File: src/rtl/uart_duplex.sv
// uart_duplex: 8-bit UART transmitter and receiver joined by an internal
// loopback line, with independent baud dividers and power gating per half.
module uart_duplex #(
  parameter int CLK_HZ     = 50_000_000,
  parameter int OVERSAMPLE = 16
) (
  input  logic       clock,
  input  logic       reset_n,
  input  logic       send,
  input  logic [7:0] data_in,
  input  logic [1:0] parity_type,
  input  logic [1:0] baud_rate,
  input  logic       power_enable,
  input  logic       tx_enable,
  input  logic       rx_enable,
  input  logic [1:0] power_mode,
  output logic       tx_active_flag,
  output logic       tx_done_flag,
  output logic       rx_active_flag,
  output logic       rx_done_flag,
  output logic [2:0] error_flag,
  output logic [7:0] data_out,
  output logic       power_good,
  output logic [1:0] current_power_mode,
  output logic       tx_clk_enable,
  output logic       rx_clk_enable
);

  // Rounded divisor CLK_HZ / (OVERSAMPLE * baud) for each rate.
  localparam int DIV0 = (CLK_HZ + OVERSAMPLE * 1200) / (OVERSAMPLE * 2400);
  localparam int DIV1 = (CLK_HZ + OVERSAMPLE * 2400) / (OVERSAMPLE * 4800);
  localparam int DIV2 = (CLK_HZ + OVERSAMPLE * 4800) / (OVERSAMPLE * 9600);
  localparam int DIV3 = (CLK_HZ + OVERSAMPLE * 9600) / (OVERSAMPLE * 19200);

  typedef enum logic [2:0] {S_IDLE, S_START, S_DATA, S_PARITY, S_STOP} state_t;

  logic             data_tx_w;
  logic [31:0]      div_sel;
  logic [1:0]       half_en, baud_tick, baud_q;
  logic [1:0][31:0] baud_cnt;

  state_t     tx_state, tx_state_nx;
  logic [3:0] tx_tick, tx_tick_nx;
  logic [2:0] tx_bit, tx_bit_nx;
  logic [7:0] tx_data, tx_data_nx;
  logic [1:0] tx_par, tx_par_nx;
  logic       tx_line, tx_line_nx, tx_done_nx, send_q, send_rise;

  state_t     rx_state, rx_state_nx;
  logic [3:0] rx_tick, rx_tick_nx;
  logic [2:0] rx_bit, rx_bit_nx;
  logic [7:0] rx_shift, rx_shift_nx, data_out_nx;
  logic [1:0] rx_par, rx_par_nx;
  logic [2:0] error_nx;
  logic       rx_perr, rx_perr_nx, rx_done_nx, line_q;

  assign power_good     = power_enable & (current_power_mode != 2'b11);
  assign tx_clk_enable  = power_good & tx_enable & (current_power_mode != 2'b10);
  assign rx_clk_enable  = power_good & rx_enable & (current_power_mode != 2'b10);
  assign half_en        = {rx_clk_enable, tx_clk_enable};
  assign data_tx_w      = tx_line;
  assign send_rise      = send & ~send_q;
  assign tx_active_flag = (tx_state != S_IDLE);
  assign rx_active_flag = (rx_state != S_IDLE);

  // Power mode takes effect one clock after the request.
  always_ff @(posedge clock) begin
    if (reset_n) current_power_mode <= 2'b00;
    else         current_power_mode <= power_mode;
  end

  // Divisor select and per-half tick decode (index 0 = TX, 1 = RX).
  always_comb begin
    case (baud_rate)
      2'b00:   div_sel = 32'(DIV0);
      2'b01:   div_sel = 32'(DIV1);
      2'b10:   div_sel = 32'(DIV2);
      default: div_sel = 32'(DIV3);
    endcase
    for (int h = 0; h < 2; h++)
      baud_tick[h] = half_en[h] && (baud_rate == baud_q) && (baud_cnt[h] == div_sel - 32'd1);
  end

  // Dividers count only while their half is enabled; a rate change restarts both.
  always_ff @(posedge clock) begin
    if (reset_n) begin
      baud_cnt <= '0;
      baud_q   <= '0;
    end else begin
      baud_q <= baud_rate;
      for (int h = 0; h < 2; h++)
        if (!half_en[h] || baud_rate != baud_q || baud_tick[h]) baud_cnt[h] <= '0;
        else                                                    baud_cnt[h] <= baud_cnt[h] + 32'd1;
    end
  end

  // TX next state; line level is derived from the next state so the start
  // bit appears on the same edge that leaves IDLE.
  always_comb begin
    tx_state_nx = tx_state;
    tx_tick_nx  = tx_tick;
    tx_bit_nx   = tx_bit;
    tx_data_nx  = tx_data;
    tx_par_nx   = tx_par;
    tx_done_nx  = 1'b0;
    if (!tx_clk_enable) begin
      tx_state_nx = S_IDLE;
    end else if (tx_state == S_IDLE) begin
      if (send_rise) begin
        tx_state_nx = S_START;
        tx_tick_nx  = '0;
        tx_bit_nx   = '0;
        tx_data_nx  = data_in;
        tx_par_nx   = parity_type;
      end
    end else if (baud_tick[0]) begin
      tx_tick_nx = tx_tick + 4'd1;
      if (tx_tick == 4'd15) begin
        case (tx_state)
          S_START:  tx_state_nx = S_DATA;
          S_DATA:   if (tx_bit == 3'd7) tx_state_nx = (^tx_par) ? S_PARITY : S_STOP;
                    else                tx_bit_nx   = tx_bit + 3'd1;
          S_PARITY: tx_state_nx = S_STOP;
          default: begin
            tx_state_nx = S_IDLE;
            tx_done_nx  = 1'b1;
          end
        endcase
      end
    end
    case (tx_state_nx)
      S_START:  tx_line_nx = 1'b0;
      S_DATA:   tx_line_nx = tx_data_nx[tx_bit_nx];
      S_PARITY: tx_line_nx = (^tx_data_nx) ^ tx_par_nx[0];
      default:  tx_line_nx = 1'b1;
    endcase
  end

  // TX state register.
  always_ff @(posedge clock) begin
    if (reset_n) begin
      tx_state     <= S_IDLE;
      tx_tick      <= '0;
      tx_bit       <= '0;
      tx_data      <= '0;
      tx_par       <= '0;
      tx_line      <= 1'b1;
      tx_done_flag <= 1'b0;
      send_q       <= 1'b0;
    end else begin
      tx_state     <= tx_state_nx;
      tx_tick      <= tx_tick_nx;
      tx_bit       <= tx_bit_nx;
      tx_data      <= tx_data_nx;
      tx_par       <= tx_par_nx;
      tx_line      <= tx_line_nx;
      tx_done_flag <= tx_done_nx;
      send_q       <= send;
    end
  end

  // RX next state: every bit is sampled on its 8th tick; the frame result
  // is published at the stop-bit sample.
  always_comb begin
    rx_state_nx = rx_state;
    rx_tick_nx  = rx_tick;
    rx_bit_nx   = rx_bit;
    rx_shift_nx = rx_shift;
    rx_par_nx   = rx_par;
    rx_perr_nx  = rx_perr;
    data_out_nx = data_out;
    error_nx    = error_flag;
    rx_done_nx  = 1'b0;
    if (!rx_clk_enable) begin
      rx_state_nx = S_IDLE;
    end else if (rx_state == S_IDLE) begin
      if (line_q && !data_tx_w) begin
        rx_state_nx = S_START;
        rx_tick_nx  = '0;
        rx_bit_nx   = '0;
        rx_par_nx   = parity_type;
        rx_perr_nx  = 1'b0;
      end
    end else if (baud_tick[1]) begin
      rx_tick_nx = rx_tick + 4'd1;
      case (rx_state)
        S_START: begin
          if (rx_tick == 4'd7 && data_tx_w) begin
            rx_state_nx = S_IDLE;
            error_nx    = 3'b010;
            rx_done_nx  = 1'b1;
          end else if (rx_tick == 4'd15) rx_state_nx = S_DATA;
        end
        S_DATA: begin
          if (rx_tick == 4'd7) rx_shift_nx = {data_tx_w, rx_shift[7:1]};
          if (rx_tick == 4'd15) begin
            if (rx_bit == 3'd7) rx_state_nx = (^rx_par) ? S_PARITY : S_STOP;
            else                rx_bit_nx   = rx_bit + 3'd1;
          end
        end
        S_PARITY: begin
          if (rx_tick == 4'd7)  rx_perr_nx  = data_tx_w != ((^rx_shift) ^ rx_par[0]);
          if (rx_tick == 4'd15) rx_state_nx = S_STOP;
        end
        default: begin
          if (rx_tick == 4'd7) begin
            rx_state_nx = S_IDLE;
            data_out_nx = rx_shift;
            error_nx    = {~data_tx_w, 1'b0, rx_perr};
            rx_done_nx  = 1'b1;
          end
        end
      endcase
    end
  end

  // RX state register and result outputs.
  always_ff @(posedge clock) begin
    if (reset_n) begin
      rx_state     <= S_IDLE;
      rx_tick      <= '0;
      rx_bit       <= '0;
      rx_shift     <= '0;
      rx_par       <= '0;
      rx_perr      <= 1'b0;
      data_out     <= '0;
      error_flag   <= '0;
      rx_done_flag <= 1'b0;
      line_q       <= 1'b1;
    end else begin
      rx_state     <= rx_state_nx;
      rx_tick      <= rx_tick_nx;
      rx_bit       <= rx_bit_nx;
      rx_shift     <= rx_shift_nx;
      rx_par       <= rx_par_nx;
      rx_perr      <= rx_perr_nx;
      data_out     <= data_out_nx;
      error_flag   <= error_nx;
      rx_done_flag <= rx_done_nx;
      line_q       <= data_tx_w;
    end
  end

endmodule

File: config.mk
export PLATFORM = sky130hd
export DESIGN_NAME = uart_duplex
export DESIGN_NICKNAME = d
export VERILOG_FILES = /design/src/rtl/uart_duplex.sv
export SDC_FILE = /design/constraint.sdc
export NUM_CORES = 1
export LEC_CHECK = 0
export ABC_AREA = 0
export CAP_MARGIN = 0
export CORE_MARGIN = 5
export CORE_UTILIZATION = 45
export CTS_CLUSTER_DIAMETER = 30
export DETAILED_ROUTE_END_ITERATION = 10
export PLACE_DENSITY = 0.59
export RECOVER_POWER = 50
export SLEW_MARGIN = 10
export SYNTH_ARGS = -nofsm -noshare
export SYNTH_HDL_FRONTEND = slang
export SYNTH_SLANG_ARGS = --single-unit
File: constraint.sdc
create_clock -name clock -period 5.17 [get_ports clock]
set_input_delay 1.034 -clock clock [delete_from_list [all_inputs] [get_ports clock]]
set_output_delay 1.034 -clock clock [all_outputs]
set_load 0.02 [all_outputs]
==> flow_summary.yaml, run 1 <==
sta:
  setup_tns_ns: 0
  worstMarginPinSlew_ns: 2.70
  fin_ws_ns: 1.05
  finalMaxSlewViolations: 63
  setup_viol: 0
  fmax_ghz: 0.243
  fin_crit_sh_pct: 79.7
  fin_crit_ns: 4.12
  hold_violations: 0
  slew_headroom_pct: -79.9
  rsz0062_at_grt: "no"
  clock-skew-final_ns: 0.0143
yosys:
  synth_most_common_cell: "nor2_1"
  yosys_warnings: 0
  ys_async_sr_fraction_pct: 0
  synth_edf_count: 0
  synth_cell_type_count: 61
  yosysTopAreaCellShare_pct: 40.4
  yosysSeqAreaShare_pct: 40.4
  synth_ff_type: "dfxtp_1"
  ys_ff_latch: 125
  synth_area_per_cell_um2: 8.33
  yosysTopAreaCell: "dfxtp_1"
  syn-num-nets: 771
  synthTopCellsByCount: "nor2_1 (132), dfxtp_1 (125), nand2_1 (61), xnor2_1 (44), xor2_1 (41)"
  synthesis.area_um2: 6200
  yosys-top-cells-area: "dfxtp_1 (40%), nor2_1 (8.0%), xnor2_1 (6.2%)"
  syn_inst: 744
clock_tree:
  cts_tree: "yes"
  clkTransAtPathRegs_ns: 0.06
  root_buffer: "clkbuf_16"
  cts_setup_buffers: 0
  ctsResizeCount: 0
  cts_hold_buf: 0
  numCtsBuffers: 17
  clk_latency_ns: 0.42
  cts.sinks: 125
  ctsLongestPathBuffers: 2
  cts_max_level: 4
place:
  dpl_cell_area_um2: 6710
  pre_cts_ws_ns: 0.785
  dp_hpwl_mm: 9.16
  io_buffers: 39
  place.gp.congestion: 0.814
hold_path:
  hp-class: "register to register"
  worstHoldStart: "error_flag[0]$_SDFFE_PP0P_"
cells_and_area:
  diodes: 0
  design_area_um2: 7250
  drive_gt1_share_pct: 5.84
  syn2layout_area_growth_pct: 17.0
  nets: 802
setup_path:
  cp-endpoint: "data_tx_w$_SDFF_PP1_"
  timing.rr.end: "data_tx_w$_SDFF_PP1_"
  crit_top_cell: "or3_1"
  rr_worst_depth: 8
  cp-startpoint: "baud_rate[0]"
  reg2reg_slack_ns: 1.92
  critPathLaunchType: "input pin"
  crit_type: "input pin to register"
  r2r_start: "baud_cnt[1]$_SDFF_PP0_"
  worstPathArrival_ns: 4.40
  crit_path_end_kind: "register"
  worst_ep_required_time_ns: 5.45
  cpPeakStageDelay_ns: 0.95
  cpMaxStageDelayCell: "dlygate4sd3_1"
  crit_chain: "dlygate4sd3_1, xor2_1, or2_2, or3_1, or3_1, a311oi_2, nor3_1, a2111oi_0, nand3_1"
  crit_fanout: 18
grt:
  grt_pass1_wl_mm: 22.7
  antenna_found_initial: 0
  overflow: 0
  grt_max_degree: 63
  first_global_vias: 4835
  grt_usage_pct: 16.9
detailed_routing:
  avgViaCountPerCell: 5.33
  vias: 5128
  antenna_left: 0
  wl_per_cell_um: 13.8
  drtIter0Drc: 277
  routed_wl_mm: 13.3
  first_pass_iters: 6
  drc: 0
power_and_ir_drop:
  power.density_nw_per_um2: 299
  p_leak_nw: 2.48
  peakVddDrop_v: 0.000246
floorplan:
  initial_core_util_pct: 46.3
  ios: 40
  die_h_um: 127
  num_rows: 42
  core_um2: 13400
  die_x_um: 127
  die-area_um2: 16200
run_status:
  status: "complete, but fails checks"
  violations: "max-capacitance violations, max-slew violations"
run:
  drv_cap: 1
[cells by family (layout without fill, tap and decap cells)]
kind of cell / count (synthesis) / in the layout / share of synthesized area, %
mux: 29 / 29 / 4.68
xor+xnor: 85 / 85 / 12.0
compound gates: 89 / 89 / 9.87
flops: 125 / 125 / 40.4
simple gates: 358 / 358 / 28.4
buf+inv: 51 / 94 / 3.27
fa+ha+maj: 7 / 7 / 1.41
[placed cells by master (no fill, tap or decap), drive strengths merged, types with 25 or more instances in the layout]
cell	count
nor2	133
dfxtp	125
nand2	61
xnor2	44
xor2	41
nand3	37
a21oi	31
mux2i	29
clkbuf	25
[stage by stage]
step                      hold WS [ns]  std cells  power (mW)  utilization [%]
after floorplan                  0.436        744        1.05                -
after global placement           0.438        932        1.08             50.1
final                            0.446        963        2.17             54.1
after CTS                        0.453        963        2.20             54.2
after global routing             0.485        963        2.26             54.1
after detailed placement         0.448        932        1.08             50.1
[critical path, delay by kind of cell]
family	cells	cell delay [ns]
and+or+nand+nor	5	1.45
buffers and inverters	1	0.95
xor gates and xnor gates	1	0.17
AOI/OAI and AO/OA	2	0.79
[registers in the layout, indices dropped and copies added (netlist names), 3 cells and up]
signal and cells:
tx_tick 4, rx_tick 4, rx_shift 8, data_out 8
rx_bit 3, tx_data 8, rx_state 3, tx_state 3
error_flag 3, tx_bit 3, baud_cnt 64
[routing by layer]
metal | global-route usage, % | wire [um] | up-vias
met5 | 0 | 0 | -
met1 | 22.8 | 6680 | 2389
met4 | 5.62 | 122 | 0
met2 | 25.6 | 5960 | 98
li1 | - | - | 2630
met3 | 5.47 | 548 | 11
[where the power goes]
group | total [mW] | internal, mW | switching (mW)
Combinational | 0.0857 | 0.0380 | 0.0477
Sequential | 0.973 | 0.969 | 0.00414
Clock | 1.11 | 0.704 | 0.409
[cell type report]
type                            count  area (um2)
Tap cell                          176         220
Sequential cell                   125        2500
Clock buffer                       24         492
Timing Repair Buffer               42         404
Fill cell                        1224        6150
Multi-Input combinational cell    568        3490
Inverter                           21        78.8
Clock inverter                      7        62.6
[worst min path at each step]
stage | endpoint | slack (ns) | depth (start not counted)
3_5_place_dp | error_flag[0]$_SDFFE_PP0P_ | 0.45 | 2
4_1_cts | error_flag[0]$_SDFFE_PP0P_ | 0.45 | 2
5_1_grt | error_flag[2]$_SDFFE_PP0P_ | 0.49 | 2
3_3_place_gp | error_flag[0]$_SDFFE_PP0P_ | 0.44 | 2
2_1_floorplan | error_flag[0]$_SDFFE_PP0P_ | 0.44 | 2
6_report | error_flag[0]$_SDFFE_PP0P_ | 0.45 | 2
No activity file was read; power rests on OpenSTA's default activity.
==> run 2, diff against run 1 <==
- clock period: 5.17 -> 4.3 ns (I/O delays scaled with it)
==> flow_summary.yaml, run 2 (synthesis results as in run 1) <==
run_status:
  violations: "max-capacitance violations, max-slew violations"
  status: "complete, but fails checks"
cells_and_area:
  final_cell_mix: "nor2_1 (133), dfxtp_1 (125), nand2_1 (61)"
  largest_reg_flops: 64
  postLayoutCoreUtil_pct: 54.1
  nets: 809
  nFillCells: 1278
  diodes: 0
  drive_gt1_share_pct: 6.16
  layout_commonest_cell: "nor2_1"
  regMostFlops: "baud_cnt"
  syn2layout_area_growth_pct: 16.9
detailed_routing:
  drtIter0Drc: 249
  routed_wl_mm: 13.3
  vias: 5131
  first_pass_iters: 4
  wl_per_cell_um: 13.7
  avgViaCountPerCell: 5.28
  antenna_left: 0
  drc: 0
floorplan:
  die_h_um: 127
  die_x_um: 127
  ios: 40
  core_um2: 13400
  die-area_um2: 16200
  num_rows: 42
  initial_core_util_pct: 46.3
grt:
  first_global_vias: 4788
  grt_pass1_wl_mm: 22.9
  antenna_found_initial: 0
  grt_usage_pct: 17.0
  grt_max_degree: 39
  overflow: 0
clock_tree:
  clkTransAtPathRegs_ns: 0.05
  clk_latency_ns: 0.41
  cts_setup_buffers: 0
  cts_hold_buf: 0
  ctsResizeCount: 0
  numCtsBuffers: 17
  root_buffer: "clkbuf_16"
  cts_tree: "yes"
  ctsLongestPathBuffers: 2
  cts.sinks: 125
  cts_max_level: 4
setup_path:
  worstPathArrival_ns: 3.96
  crit_type: "input pin to register"
  critPathLaunchType: "input pin"
  crit_fanout: 32
  crit_path_end_kind: "register"
  worst_ep_required_time_ns: 4.53
sta:
  slew_headroom_pct: -6.22
  hold_violations: 0
  finalMaxSlewViolations: 39
  rsz0062_at_grt: "no"
  fin_crit_sh_pct: 86.6
  holdWs_ns: 0.443
  clock-skew-final_ns: 0.00729
  setup_tns_ns: 0
  setup_viol: 0
  fmax_ghz: 0.268
  fin_crit_ns: 3.72
  worstMarginPinSlew_ns: 1.59
power_and_ir_drop:
  p_leak_nw: 2.47
  peakVddDrop_v: 0.000284
  power.density_nw_per_um2: 349
run:
  drv_cap: 1
hold_path:
  hp-class: "register to register"
place:
  place.gp.congestion: 0.869
  io_buffers: 39
  dp_hpwl_mm: 9.43
[run 2: cell types whose count changed in the layout (fill, tap and decap cells not counted), sizes merged]
cell / before / now
clkinv: 5 / 8
clkinvlp: 1 / 4
clkbuf: 25 / 24
bufinv: 1 / 0
buf: 3 / 7
dlygate4sd3: 19 / 18
clkdlybuf4s50: 19 / 20
[run 2: critical path, cell delays in order]
cell and delay, ns:
dlygate4sd3_1 0.67, buf_4 0.23, or2b_1 0.24, a21oi_1 0.20, o2111ai_1 0.18, clkbuf_1 0.23, o21ai_0 0.18, clkbuf_1 1.01
nor2_1 0.15
[run 2: final timing paths]
path,slack (ns),end,cells after the start,startpoint
max,0.58,baud_cnt[16]$_SDFF_PP0_,9,baud_rate[0]
min,0.44,error_flag[2]$_SDFFE_PP0P_,2,error_flag[2]$_SDFFE_PP0P_
max reg2reg,1.21,baud_cnt[16]$_SDFF_PP0_,7,baud_cnt[1]$_SDFF_PP0_
min reg2reg,0.44,error_flag[2]$_SDFFE_PP0P_,2,error_flag[2]$_SDFFE_PP0P_
[run 2: routing by layer]
| layer | GRT usage, % | part of all wire, % | up-vias |
|---|---|---|---|
| met5 | 0 | 0 | - |
| met4 | 4.67 | 0.94 | 0 |
| met3 | 4.51 | 4.2 | 9 |
| met2 | 26.0 | 44 | 80 |
| met1 | 23.7 | 51 | 2391 |
| li1 | - | - | 2651 |
[run 2: layout make-up]
cell class              instances  area (um2)  area share, %
clock buffers                  20         447           6.16
clock inverters                12        73.8           1.02
inverters                      21        78.8           1.09
multi-input cells             568        3480           48.0
flip-flops and latches        125        2500           34.5
well taps                     176         220           3.04
repair buffers                 49         448           6.18
[run 2: through the flow]
step	std cells	worst slack (ns)	instance area, um2	total power, mW
final	971	0.575	7250	2.53
after global routing	971	0.269	7250	2.62
after CTS	971	0.794	7280	2.56
after detailed placement	939	0.376	6760	1.30
after global placement	939	0.441	6760	1.30
after floorplan	744	0.984	6200	1.26
[run 2: power by group]
group / switching [mW] / internal, mW / total [mW]
registers: 0.00508 / 1.16 / 1.17
clock network: 0.510 / 0.742 / 1.25
logic: 0.0580 / 0.0479 / 0.106
